<file path="config.mk">
export PLATFORM = sky130hd
export DESIGN_NAME = neighbour_window
export DESIGN_NICKNAME = d
export VERILOG_FILES = /design/src/rtl/neighbour_pkg.sv /design/src/rtl/window_mask.sv /design/src/rtl/neighbour_window.sv
export SDC_FILE = /design/constraint.sdc
export NUM_CORES = 1
export LEC_CHECK = 0
export CORE_ASPECT_RATIO = 0.5
export CORE_UTILIZATION = 45
export CTS_BUF_LIST = sky130_fd_sc_hd__clkbuf_4 sky130_fd_sc_hd__clkbuf_8 sky130_fd_sc_hd__clkbuf_16
export DETAILED_ROUTE_END_ITERATION = 12
export GPL_TIMING_DRIVEN = 0
export SETUP_SLACK_MARGIN = 0.3
export SYNTH_ARGS = -nofsm -noshare
export SYNTH_HDL_FRONTEND = slang
export SYNTH_HIERARCHICAL = 1
export SYNTH_SLANG_ARGS = --single-unit
</file>
<file path="constraint.sdc">
create_clock -name clock -period 4.42 [get_ports clock]
set_input_delay 0.884 -clock clock [delete_from_list [all_inputs] [get_ports clock]]
set_output_delay 0.884 -clock clock [all_outputs]
set_load 0.005 [all_outputs]
</file>
<file path="src/rtl/neighbour_pkg.sv">
// Shared definitions for the neighbour window producer and the popcount stage.
package neighbour_pkg;

   localparam int unsigned COLS_DEFAULT = 140;

   // Bit positions inside the neighbour vector.
   localparam int unsigned NB_NW = 7;
   localparam int unsigned NB_N  = 6;
   localparam int unsigned NB_NE = 5;
   localparam int unsigned NB_W  = 4;
   localparam int unsigned NB_E  = 3;
   localparam int unsigned NB_SW = 2;
   localparam int unsigned NB_S  = 1;
   localparam int unsigned NB_SE = 0;

   typedef enum logic [1:0] {IDLE, FILL, STREAM, FLUSH} state_t;

endpackage

</file>
<file path="src/rtl/window_mask.sv">
// Zeroes the neighbours that fall outside the grid on the top row and the side columns.
module window_mask
   import neighbour_pkg::*;
(
   input  logic [7:0] taps,
   input  logic       row_first,
   input  logic       col_first,
   input  logic       col_final,
   output logic [7:0] nbrs
);

   always_comb begin
      nbrs = taps;
      if (row_first) begin
         nbrs[NB_NW] = 1'b0;
         nbrs[NB_N]  = 1'b0;
         nbrs[NB_NE] = 1'b0;
      end
      if (col_first) begin
         nbrs[NB_NW] = 1'b0;
         nbrs[NB_W]  = 1'b0;
         nbrs[NB_SW] = 1'b0;
      end
      if (col_final) begin
         nbrs[NB_NE] = 1'b0;
         nbrs[NB_E]  = 1'b0;
         nbrs[NB_SE] = 1'b0;
      end
   end

endmodule

</file>
<file path="src/rtl/neighbour_window.sv">
// Streams one 3x3 window per grid cell from a two-row line buffer; the bottom row is
// completed by a zero flush of COLS+1 pushes after the last cell.
module neighbour_window
   import neighbour_pkg::*;
#(
   parameter int unsigned COLS  = COLS_DEFAULT,
   parameter int unsigned ROW_W = 8,
   parameter int unsigned COL_W = $clog2(COLS)
) (
   input  logic             clock,
   input  logic             clear_n,
   input  logic             in_valid,
   output logic             in_ready,
   input  logic             in_cell,
   input  logic             in_last,
   output logic             out_valid,
   input  logic             out_ready,
   output logic             out_center,
   output logic [7:0]       out_nbrs,
   output logic [ROW_W-1:0] out_row,
   output logic [COL_W-1:0] out_col,
   output logic             out_last
);

   localparam int unsigned SR_W   = 2 * COLS + 3;
   localparam int unsigned FILL_W = $clog2(COLS + 2);
   localparam logic [FILL_W-1:0] FILL_MAX   = FILL_W'(COLS + 1);
   localparam logic [FILL_W-1:0] FLUSH_LAST = FILL_W'(COLS);
   localparam logic [COL_W-1:0]  COL_MAX    = COL_W'(COLS - 1);

   state_t            state_q, state_d;
   logic [SR_W-1:0]   sr_q, sr_d;
   logic [FILL_W-1:0] fill_q, fill_d;
   logic [FILL_W-1:0] flush_q, flush_d;
   logic [ROW_W-1:0]  row_q, row_d;
   logic [COL_W-1:0]  col_q, col_d;
   logic              live_q;

   logic       out_free, accept, flush_push, push, fill_sat, make_win, final_flush;
   logic       row_first, col_first, col_final;
   logic [7:0] taps, masked;

   always_comb begin
      out_free    = !out_valid || out_ready;
      // live_q holds in_ready low until the first clock after reset release.
      in_ready    = live_q && (state_q != FLUSH) && out_free;
      accept      = in_valid && in_ready;
      flush_push  = (state_q == FLUSH) && out_free;
      push        = accept || flush_push;
      fill_sat    = (fill_q == FILL_MAX);
      make_win    = push && fill_sat;
      final_flush = flush_push && (flush_q == FLUSH_LAST);
      row_first   = (row_q == '0);
      col_first   = (col_q == '0);
      col_final   = (col_q == COL_MAX);
   end

   assign sr_d = push ? {sr_q[SR_W-2:0], accept & in_cell} : sr_q;

   // Taps are taken after the push so the window registers alongside it.
   always_comb begin
      taps        = '0;
      taps[NB_SE] = sr_d[0];
      taps[NB_S]  = sr_d[1];
      taps[NB_SW] = sr_d[2];
      taps[NB_E]  = sr_d[COLS];
      taps[NB_W]  = sr_d[COLS+2];
      taps[NB_NE] = sr_d[2*COLS];
      taps[NB_N]  = sr_d[2*COLS+1];
      taps[NB_NW] = sr_d[2*COLS+2];
   end

   window_mask u_mask (
      .taps      (taps),
      .row_first (row_first),
      .col_first (col_first),
      .col_final (col_final),
      .nbrs      (masked)
   );

   always_comb begin
      state_d = state_q;
      fill_d  = fill_q;
      flush_d = flush_q;
      row_d   = row_q;
      col_d   = col_q;

      // Flush pushes count too, so windows emitted always equals cells accepted.
      if (push && !fill_sat) fill_d = fill_q + FILL_W'(1);

      if (make_win) begin
         if (col_final) begin
            col_d = '0;
            row_d = row_q + ROW_W'(1);
         end else begin
            col_d = col_q + COL_W'(1);
         end
      end

      unique case (state_q)
         IDLE, FILL: begin
            if (accept) begin
               if (in_last)                state_d = FLUSH;
               else if (fill_d == FILL_MAX) state_d = STREAM;
               else                        state_d = FILL;
            end
         end
         STREAM: begin
            if (accept && in_last) state_d = FLUSH;
         end
         FLUSH: begin
            if (flush_push) begin
               flush_d = flush_q + FILL_W'(1);
               if (final_flush) begin
                  state_d = IDLE;
                  flush_d = '0;
                  fill_d  = '0;
                  row_d   = '0;
                  col_d   = '0;
               end
            end
         end
         default: state_d = IDLE;
      endcase
   end

   always_ff @(posedge clock or negedge clear_n) begin
      if (!clear_n) begin
         state_q    <= IDLE;
         sr_q       <= '0;
         fill_q     <= '0;
         flush_q    <= '0;
         row_q      <= '0;
         col_q      <= '0;
         live_q     <= 1'b0;
         out_valid  <= 1'b0;
         out_center <= 1'b0;
         out_nbrs   <= '0;
         out_row    <= '0;
         out_col    <= '0;
         out_last   <= 1'b0;
      end else begin
         state_q <= state_d;
         sr_q    <= sr_d;
         fill_q  <= fill_d;
         flush_q <= flush_d;
         row_q   <= row_d;
         col_q   <= col_d;
         live_q  <= 1'b1;
         if (make_win) begin
            out_valid  <= 1'b1;
            out_center <= sr_d[COLS+1];
            out_nbrs   <= masked;
            out_row    <= row_q;
            out_col    <= col_q;
            out_last   <= final_flush;
         end else if (out_ready) begin
            out_valid <= 1'b0;
         end
      end
   end

endmodule
</file>
**Yosys cells after proc, flatten, opt, wreduce, memory -nomap -nowiden**

Index checks and enable logic that the tools add are counted.

- Output and inout bits: 28
- Register bits after elaboration: 345
- Logic and storage cells: 82

- Muxes and demuxes: 32
- Eq/ne operators: 12
- Reduce and logical (&&, ||, !) cells: 19
- Bitwise operators: 1
- Add/sub/neg operators: 4

Operators by type and width:

| operator | count |
|---|---|
| 283-bit two-way mux | 1 |
| 8-bit two-way mux | 15 |
| 8-bit by 1-bit adder with 8-bit output, second input constant | 4 |
| 8-bit == test, second input constant | 4 |
| 8-bit zero test | 2 |
| 2-bit two-way mux | 6 |
| 2-bit inequality test, second input constant | 5 |
| 1-bit logical AND | 8 |
| 1-bit two-way mux | 8 |
| 2-bit case mux with 3 select lines | 1 |
| 2-bit == test, second input constant | 2 |
| 4-bit AND reduction | 1 |
| 3-bit two-way mux | 1 |
| 2-bit by 1-bit == test with 1-bit output, second input constant | 1 |
| 1-bit zero test | 2 |
| 2-bit zero test | 1 |
| 1-bit logical OR | 2 |
| 2-bit AND reduction | 1 |
| 2-bit nonzero test | 1 |
| 2-bit OR reduction | 1 |
| 1-bit bitwise AND | 1 |

**Longest topological paths before layout**

- Word-level depth: 12
- Depth in mapped cells: 10

**Modules after synthesis**

Netlist, hierarchy kept.

Modules (own cells, without submodules):

| module | times used | cells an instance | area each (µm²) | sequential area each (µm²) |
|---|---|---|---|---|
| neighbour_window | 1 | 1513 | 13457.9 | 8633.3 |
| window_mask | 1 | 8 | 53.8 | 0.0 |

**Worst setup path after synthesis**

Ideal clock, no wire load.

- Path type: input to register
- From: input in_valid
- To: register out_nbrs[5]
- Data arrival time: 2.500 ns
- Path buffers: 3
- Stages: 10
- Setup slack: 1.855 ns
- Required time: 4.355 ns
- Path through: nand2_1 > a21oi_1 > clkbuf_1 > buf_2 > clkbuf_1 > nand2_1 > nand2_1 > nor3b_1 > nand2_1 > nand2_1

- Word-level cells in the longest chain between the ends: 5

Ends and longest elaborated chain:

| what | line | RTL |
|---|---|---|
| from (decl) | neighbour_window.sv:12 | `input logic in_valid,` |
| 1-bit logical AND | neighbour_window.sv:47 | `accept = in_valid && in_ready;` |
| 1-bit logical OR | neighbour_window.sv:49 | `push = accept \|\| flush_push;` |
| 283-bit two-way mux | neighbour_window.sv:58 | `assign sr_d = push ? {sr_q[SR_W-2:0], accept & in_cell} : sr_q;` |
| net sr_d[280] | neighbour_window.sv:32 | `logic [SR_W-1:0] sr_q, sr_d;` |
| 3-bit two-way mux | window_mask.sv:14 | `if (row_first) begin` |
| 1-bit two-way mux | window_mask.sv:24 | `if (col_final) begin` |
| net masked[5] | neighbour_window.sv:41 | `logic [7:0] taps, masked;` |
| to (signal assigned) | neighbour_window.sv:153 | `out_nbrs <= masked;` |
| to (decl) | neighbour_window.sv:19 | `output logic [7:0] out_nbrs,` |

The timed path passes the listed nets, and every way through them passes these cells.
A chain may end at the register's enable or synchronous reset.

**Worst setup path after layout**

- From: input in_valid
- To: register out_nbrs[7]

- Word-level cells in the longest chain between the ends: 5

Ends and longest elaborated chain:

| what | line | RTL |
|---|---|---|
| 1-bit logical AND | neighbour_window.sv:47 |  |
| 1-bit logical OR | neighbour_window.sv:49 |  |
| 283-bit two-way mux | neighbour_window.sv:58 |  |
| net sr_d[282] | neighbour_window.sv:32 |  |
| 3-bit two-way mux | window_mask.sv:14 |  |
| 1-bit two-way mux | window_mask.sv:19 | `if (col_first) begin` |
| net masked[7] | neighbour_window.sv:41 |  |

The timed path passes the listed nets, and every way through them passes these cells.

==> flow_metrics.tcl <==
set metrics [dict create \
    final.setup.worst_slack_ns 0.874 \
    start_util_pct 46.2 \
    crit_type "in2reg" \
    ys_warn_count 6 \
    total_power_w 0.00787 \
    crit_path_max_incr_delay_ns 0.56 \
    path_clk_slew_ns 0.06 \
    pre_cts_ws_ns 0.338 \
    num_antenna_cells 0 \
    io_pins 34 \
    synthCells 1521 \
    cts_made_buffers 31 \
    grt_max_degree 126 \
    synthTopCellsByCount "nand2_1 (937), dfrtp_1 (345), clkbuf_1 (57)" \
    nets 1603 \
    cts_resized 0 \
    synth_top_cell_area_share_pct 63.9 \
    reg2reg_depth 10 \
    dpl.hpwl_um 15600 \
    die-height_um 125 \
    synth.most_common_cell "nand2_1" \
    hold_viol_final 0 \
    synth-simple-area-share_pct 30.0 \
    die_x_um 247 \
    min_period_ns 3.55 \
    cts_root_buf "clkbuf_16" \
    first_pass_iters 9 \
    dpl.cell_count 1947 \
    routed_wl_um 24600 \
    cts_htree_levels 1 \
    crit_arrival_ns 4.04 \
    muxShareOfSynthArea_pct 0.157 \
    layout.cells.non_filler 2004 \
    synth_area_per_cell_um2 8.88 \
    drt_iter0_markers 617 \
    drive_above_1_share_pct 4.71 \
    post-cts-setup-buffers 0 \
    clock-sinks 345 \
    synth_edf_count 0 \
    max_slew_margin_pct 50.0 \
    synth_top_family_by_area "simple AND/OR/NAND/NOR gates" \
    grt.overflow.total 0 \
    synthToLayoutAreaGrowth_pct 15.3 \
    drtAntennaViolNets 0 \
    port_buffers 33 \
    via_count 9495 \
    first_global_vias 9417 \
    worstSetupStartpointType "input port" \
    path_cells "clkdlybuf4s50_1 -> nand2_1 -> a21oi_1 -> clkbuf_1 -> buf_2 -> clkbuf_1 -> nand2_1 -> nand2_1 -> nor3b_1 -> nand2_1 -> nand2_1" \
    track_usage_pct 16.9 \
    synthXorXnorAreaFrac_pct 1.23 \
    clkLatencyLatePin_ns 0.56 \
    hold_class "in2async" \
    wl_per_cell_um 12.3 \
    routed_via_density 4.74 \
    synth_fa_ha_area_share_pct 0.741 \
    postSynth.asyncResetShare_pct 100 \
    hold_buffers 0 \
    finalCritPeriodShare_pct 80.2 \
    syn-cell-area_mm2 0.0135 \
    crit_top_cell "nand2_1" \
    yosysSeqAreaShare_pct 63.9 \
    drcViolationCount 4 \
    worst_pin_slew_ns 0.749 \
    fin_util_pct 53.3 \
    ctsLongestPathBuffers 3 \
    synth_compound_area_share_pct 1.49 \
    synth.largest_area_cell "dfrtp_1" \
    status "finished with violations" \
    report.final.slew_viol_count 0 \
    coreArea_mm2 0.0292 \
    maxCapViolCount 0 \
    violations "DRC" \
    fin_hold_ws_ns 0.318 \
    rows 44 \
    crit_path_max_fanout 10 \
    cts_tree "built" \
    skew_ns 0.0178 \
    die_area_mm2 0.0308 \
    ir_worst_vdd_uv 278 \
    r2r_slack_ns 1.23 \
    ys_ff_latch 345 \
    antenna_found_initial 0 \
    rsz0062_at_grt "no" \
    synthTopCellsByArea "dfrtp_1 (64%), nand2_1 (26%), clkbuf_1 (1.6%)" \
    p_leak_nw 8.63 \
    grt_pass1_wl_um 43500 \
    fill_cells 2601 \
    ys_types 42 \
    setup_viol 0 \
    max_freq_mhz 282 \
    gp_congestion 0.823 \
    cp_slowest_cell "a21oi_1" \
    synth_nets 1535 \
    power_density_mw_per_mm2 505 \
    required_ns 4.92 \
    cp-end-kind "flop" \
    synth_ff_type "dfrtp_1" \
]
final cells by class:
type                            count  area, um2  area share (%)
Buffer                             73        295            1.90
Sequential cell                   345       8630            55.4
Inverter                           11       41.3           0.265
Clock buffer                       43        916            5.88
Timing Repair Buffer               35        390            2.51
Tap cell                          391        489            3.14
Clock inverter                     14        274            1.76
Multi-Input combinational cell   1092       4540            29.1
cells in the final DEF (no fill, tap or decap), types with 4 or more instances in the layout:
master           Yosys  final
nor2_1              24     24
nor2b_1              6      6
buf_1                6      6
dfrtp_1            345    345
clkinv_2             0      5
nor4_1               4      4
clkbuf_16            0     31
buf_2                8      8
inv_1               11     11
clkdlybuf4s50_1      0     32
or3_1                5      5
clkbuf_4             0      4
and3_1               9      9
xnor2_1              7      7
nand4_1              8      8
nand2_1            937    937
clkbuf_8             0      8
o21ai_0             19     19
xor2_1              12     12
a21oi_1             10     10
nand3_1             13     13
clkbuf_1            57     57
bufinv_16            0      8
ha_1                 8      8
stage by stage:
stage,setup TNS [ns],instance area (um2)
2_1_floorplan,0,13500
3_3_place_gp,-4091.58,14300
3_5_place_dp,0,14400
4_1_cts,0,15600
5_1_grt,0,15600
6_report,0,15600
metal layers:
layer | track usage (%) | share of wire (%) | vias to the layer above
met5 | 0 | 0 | -
met4 | 3.09 | 1.6 | 0
met3 | 2.95 | 3.4 | 31
met2 | 27.9 | 46 | 92
met1 | 23.7 | 49 | 4571
li1 | - | - | 4801
state kept, by name (all words and copies together) (netlist names), 2 cells and up:
name / cells
sr_q: 283
col_q: 8
fill_q: 8
flush_q: 8
out_col: 8
out_nbrs: 8
out_row: 8
row_q: 8
state_q: 2
worst paths after layout:
check | from | end
setup / recovery | in_valid | out_nbrs[7]
hold / removal | clear_n | sr_q[109]
setup reg to reg | out_valid | out_nbrs[7]
hold reg to reg | sr_q[188] | sr_q[189]
max in group asynchronous | clear_n | sr_q[209]
min in group clock | sr_q[188] | sr_q[189]
power by group:
group | switching, W | internal, W | leakage, nW | total (W)
clock network | 0.00116 | 0.00191 | 0.595 | 0.00307
registers | 0.000190 | 0.00339 | 4.76 | 0.00358
logic | 0.000877 | 0.000340 | 3.27 | 0.00122
total | 0.00222 | 0.00564 | 8.63 | 0.00787
worst max-delay path: cells and delay by family:
family / cells / cell delay, ns
AND/OR/NAND/NOR: 6 / 0.74
buffers and inverters: 4 / 1.84
AO/OA/AOI/OAI: 1 / 0.56
kinds of logic (layout without fill, tap and decap cells):
| logic type | after synthesis | count (layout) |
|---|---|---|
| adders and majority gates | 8 | 8 |
| buffers and inverters | 84 | 176 |
| AOI/OAI and AO/OA | 36 | 36 |
| xor gates and xnor gates | 19 | 19 |
| muxes | 2 | 2 |
| and+or+nand+nor | 1026 | 1026 |
| DFF | 345 | 345 |
| other | 1 | 1 |
Power figures use the tool's default switching activity.
